`config.mk`:
```
export PLATFORM = sky130hd
export DESIGN_NAME = button_debounce
export DESIGN_NICKNAME = d
export VERILOG_FILES = /design/src/rtl/button_debounce.sv
export SDC_FILE = /design/constraint.sdc
export NUM_CORES = 1
export LEC_CHECK = 0
export ABC_AREA = 0
export BUFFER_PORTS_ARGS = -buffer_cell sky130_fd_sc_hd__buf_4
export CAP_MARGIN = 20
export CORE_MARGIN = 2
export CORE_UTILIZATION = 40
export DETAILED_ROUTE_END_ITERATION = 10
export GPL_TIMING_DRIVEN = 0
export PLACE_DENSITY = 0.64
export SLEW_MARGIN = 10
export SYNTH_ARGS = -nofsm -noshare
export SYNTH_HDL_FRONTEND = slang
export SYNTH_SLANG_ARGS = --single-unit
```
`constraint.sdc`:
```
create_clock -name i_clk -period 7.1 [get_ports i_clk]
set_input_delay 0.355 -clock i_clk [delete_from_list [all_inputs] [get_ports i_clk]]
set_output_delay 0.355 -clock i_clk [all_outputs]
set_load 0.1 [all_outputs]
```
`src/rtl/button_debounce.sv`:
```
// Four-channel push-button conditioner: 2-flop synchroniser, polarity normalisation
// and an independent debounce FSM per channel producing a clean level plus press/release strobes.
module button_debounce #(
  parameter int P_WIDTH      = 4,
  parameter int P_DEB_CNT    = 1_000_000,
  parameter bit P_ACTIVE_LOW = 1'b1
) (
  input  logic               i_clk,
  input  logic               i_rst_n,
  input  logic [P_WIDTH-1:0] i_btn,
  output logic [P_WIDTH-1:0] o_btn,
  output logic [P_WIDTH-1:0] o_press,
  output logic [P_WIDTH-1:0] o_release
);

  localparam int CNT_W = $clog2(P_DEB_CNT);
  localparam logic [CNT_W-1:0] CNT_LAST = CNT_W'(P_DEB_CNT - 1);

  typedef enum logic [1:0] {
    IDLE,
    PCHK,
    HELD,
    RCHK
  } state_t;

  logic [P_WIDTH-1:0] sync_p0;
  logic [P_WIDTH-1:0] sync_p1;

  // Stage p0/p1: metastability guard; sync_p1 is 1 = pressed regardless of pin polarity
  always_ff @(posedge i_clk or negedge i_rst_n) begin
    if (!i_rst_n) begin
      sync_p0 <= '0;
      sync_p1 <= '0;
    end else begin
      sync_p0 <= i_btn ^ {P_WIDTH{P_ACTIVE_LOW}};
      sync_p1 <= sync_p0;
    end
  end

  for (genvar ch = 0; ch < P_WIDTH; ch++) begin : g_chan
    state_t           state;
    state_t           state_nxt;
    logic [CNT_W-1:0] cnt;
    logic [CNT_W-1:0] cnt_nxt;
    logic             btn_q;
    logic             press_q;
    logic             release_q;
    logic             btn_nxt;
    logic             press_nxt;
    logic             release_nxt;
    logic             sync;

    assign sync = sync_p1[ch];

    always_comb begin
      state_nxt   = state;
      cnt_nxt     = cnt;
      press_nxt   = 1'b0;
      release_nxt = 1'b0;
      case (state)
        IDLE: begin
          if (sync) begin
            state_nxt = PCHK;
            cnt_nxt   = '0;
          end
        end
        PCHK: begin
          if (!sync) begin
            state_nxt = IDLE;
            cnt_nxt   = '0;
          end else if (cnt == CNT_LAST) begin
            state_nxt = HELD;
            cnt_nxt   = '0;
            press_nxt = 1'b1;
          end else begin
            cnt_nxt = cnt + 1'b1;
          end
        end
        HELD: begin
          if (!sync) begin
            state_nxt = RCHK;
            cnt_nxt   = '0;
          end
        end
        RCHK: begin
          if (sync) begin
            state_nxt = HELD;
            cnt_nxt   = '0;
          end else if (cnt == CNT_LAST) begin
            state_nxt   = IDLE;
            cnt_nxt     = '0;
            release_nxt = 1'b1;
          end else begin
            cnt_nxt = cnt + 1'b1;
          end
        end
        default: begin
          state_nxt = IDLE;
          cnt_nxt   = '0;
        end
      endcase
      // Level follows the accepted state, so it toggles on the same edge as the strobe
      btn_nxt = (state_nxt == HELD) || (state_nxt == RCHK);
    end

    always_ff @(posedge i_clk or negedge i_rst_n) begin
      if (!i_rst_n) begin
        state     <= IDLE;
        cnt       <= '0;
        btn_q     <= 1'b0;
        press_q   <= 1'b0;
        release_q <= 1'b0;
      end else begin
        state     <= state_nxt;
        cnt       <= cnt_nxt;
        btn_q     <= btn_nxt;
        press_q   <= press_nxt;
        release_q <= release_nxt;
      end
    end

    assign o_btn[ch]     = btn_q;
    assign o_press[ch]   = press_q;
    assign o_release[ch] = release_q;
  end

endmodule

```
==> flow_summary_export.csv <==
group,metric,value,unit
outcome,outcome,"finished clean",
synth,async_flop_share,100,%
cts,cts_buffers,9,
synth,synth_nets,602,
synth,synth_top_cell_by_area,"dfrtp_1",
layout,final_common_cell,"dfrtp_1",
routing,drt-wirelength-per-cell,14.7,microns
synth,syn_area_per_cell,9.32,sq um
layout,n_fill_cell,1301,
floorplanning,die_x,121,microns
placement,dp_hpwl,7910,microns
grt,grt_max_degree,108,
cts,cts.sinks,107,
timing,max_freq,375,MHz
layout,drive_gt1_share,10.3,%
cts,clock_path_buffers,2,
layout,diodes,0,
layout,seqCellArea,2680,sq um
routing,ant_nets,0,
floorplanning,rows,42,
setup_path,rr_endpoint,"g_chan[1].cnt[13]",
layout,final_cell_mix,"dfrtp_1, nand2_1, a21oi_1, a31oi_1, nand3_1",
floorplanning,die-area,14800,sq um
setup_path,ff2ff_path_depth,8,
layout,nets,631,
floorplanning,fp.dieH,121,microns
synth,ys.flop_type,"dfrtp_1",
cts,cts_hold_buf,0,
setup_path,worstPathArrival,2.93,ns
setup_path,critPathKind,"register to register",
timing,tns,0,ns
timing,slew_viol_final,0,
grt,grt_pass1_wl,20600,microns
synth,synth_edf_count,0,
routing,drc_errors,0,
synth,yosys-top-cells-area,"dfrtp_1, a31oi_1, a21oi_1, nand2_1, nand3_1",
grt,grt_overflow_total,0,
placement,gp_congestion,0.880,
cts,clk_latency,0.35,ns
cts,h-tree-depth,3,
synth,ys.warnings.count,0,
timing,hold_ws,0.112,ns
routing,vias,4645,
grt,grt_usage,17.1,%
synth,netlist.area_leader.share,48.5,%
cts,cts-root-buf,"clkbuf_16",
setup_path,cp-start-kind,"register",
timing,worst_pin_slew,0.971,ns
timing,rsz0062_at_grt,"no",
cts,cts_resized,0,
setup_path,end_kind,"register",
timing,setup_viol,0,
timing,finalHoldViolCount,0,
timing,finalClockSkew,0.00626,ns
synth,syn_inst,592,
floorplanning,pin_count,18,
routing,drt_first_pass_iters,5,
worst_hold_path,hold_class,"primary input to asynchronous set/reset pin",
placement,portBuffers,17,
timing,min_period,2.66,ns
power_and_ir_drop,irDropWorstVdd,0.145,mV
cts,path_clk_slew,0.07,ns
synth,ys_types,53,
synth,yosysSeqAreaShare,48.5,%
setup_path,r2r_slack,4.44,ns
setup_path,r2r-start,"g_chan[1].cnt[0]",
setup_path,critical_path_peak_fanout,10,
grt,grt_pass1_vias,4384,
timing,slew_headroom,35.3,%
synth,syn_area,5520,sq um
timing,finalCritPeriodShare,37.5,%
flow_run,cap_violations,0,
routing,drtIter0Drc,336,
routing,via_per_inst,5.81,
synth,synth-seq-cells,107,
layout,synthToLayoutAreaGrowth,12.2,%
grt,antenna_found_initial,0,
floorplanning,core-area,13300,sq um
floorplanning,initial_core_util,41.3,%
setup_path,cp.required,7.36,ns
cts,cts_setup_buffers,0,
layout,multi_input_area,2550,sq um
power_and_ir_drop,power_density,201,nW/um^2
routing,wl,11800,microns
cts,cts_tree,"built",
power_and_ir_drop,leakagePower,2.68,nW
[metrics by stage]
stage               utilization (%)  std cells  setup slack (ns)  power, mW  area [sq um]
finish                         46.4        800              4.44       1.24          6190
global route                   46.4        800              4.13       1.29          6190
CTS                            46.4        800              4.42       1.26          6190
detailed placement             44.0        786              4.43      0.717          5870
global placement               43.9        785              4.45      0.714          5870
floorplan                         -        592              4.77      0.686          5520
[cell type report]
class                   count  area share (%)
repair buffers             18            2.20
clock inverters             2           0.970
clock buffers              12            4.14
well taps                 176            3.56
flip-flops and latches    107            43.2
plain buffers              40            3.68
inverters                  17            1.03
multi-input cells         428            41.2
[registers in the layout, summed over array words and instances (netlist names)]
signal / cells
g_chan.state: 7
sync_p0: 4
g_chan.press_q: 4
sync_p1: 4
g_chan.btn_q: 4
g_chan.cnt: 80
g_chan.release_q: 4
[per-layer routing]
| metal | part of all wire [%] | wire length [microns] | vias up | global-route usage, % |
|---|---|---|---|---|
| li1 | - | - | 2250 | - |
| met1 | 47 | 5510 | 2282 | 23.2 |
| met2 | 48 | 5650 | 101 | 27.7 |
| met3 | 4.2 | 494 | 12 | 4.37 |
| met4 | 1.1 | 134 | 0 | 3.81 |
| met5 | 0 | 0 | - | 0 |
[worst max-delay path, stage by stage (launching register included)]
cell,delay [ns]
dfrtp_1,0.41
ha_1,0.24
nand3_1,0.24
nor4bb_1,0.13
a21oi_1,0.39
clkbuf_1,0.41
buf_1,0.44
nand4_1,0.16
mux2i_1,0.16
[worst max-delay path by stage]
stage                 startpoint                end  depth (start not counted)
2_1_floorplan  g_chan[0].cnt[10]  g_chan[0].cnt[17]                          7
3_3_place_gp    g_chan[1].cnt[0]   g_chan[1].cnt[8]                          8
3_5_place_dp    g_chan[1].cnt[0]   g_chan[1].cnt[8]                          8
4_1_cts         g_chan[1].cnt[0]   g_chan[1].cnt[8]                          8
5_1_grt         g_chan[1].cnt[0]  g_chan[1].cnt[13]                          8
6_report        g_chan[1].cnt[0]  g_chan[1].cnt[13]                          8
[cell usage after synthesis (all sizes together) (7+ instances only)]
cell type / count
dfrtp: 107
nand2: 60
a21oi: 48
a31oi: 43
nand3: 42
nor2: 38
o21ai: 25
buf: 22
nand4: 19
clkbuf: 18
inv: 17
and3: 14
a22o: 11
mux2: 9
and2: 8
nand2b: 8
nor3b: 8
nor4: 8
nor3: 7
or3: 7
[cell families after synthesis]
logic type	count (synthesis)	synth area share (%)
multiplexers	12	2.38
buffers and inverters	57	5.28
AND/OR/NAND/NOR	245	23.5
flip-flops	107	48.5
XOR/XNOR	8	1.27
adder cells (fa/ha/maj)	4	0.907
AO/OA/AOI/OAI	159	18.1
[where the power goes]
part / internal (mW) / leakage (nW) / total [mW] / switching (mW)
registers: 0.622 / 1.46 / 0.635 / 0.0138
logic: 0.0222 / 1.06 / 0.0696 / 0.0474
clock network: 0.325 / 0.155 / 0.536 / 0.212
Power figures use the tool's default switching activity.
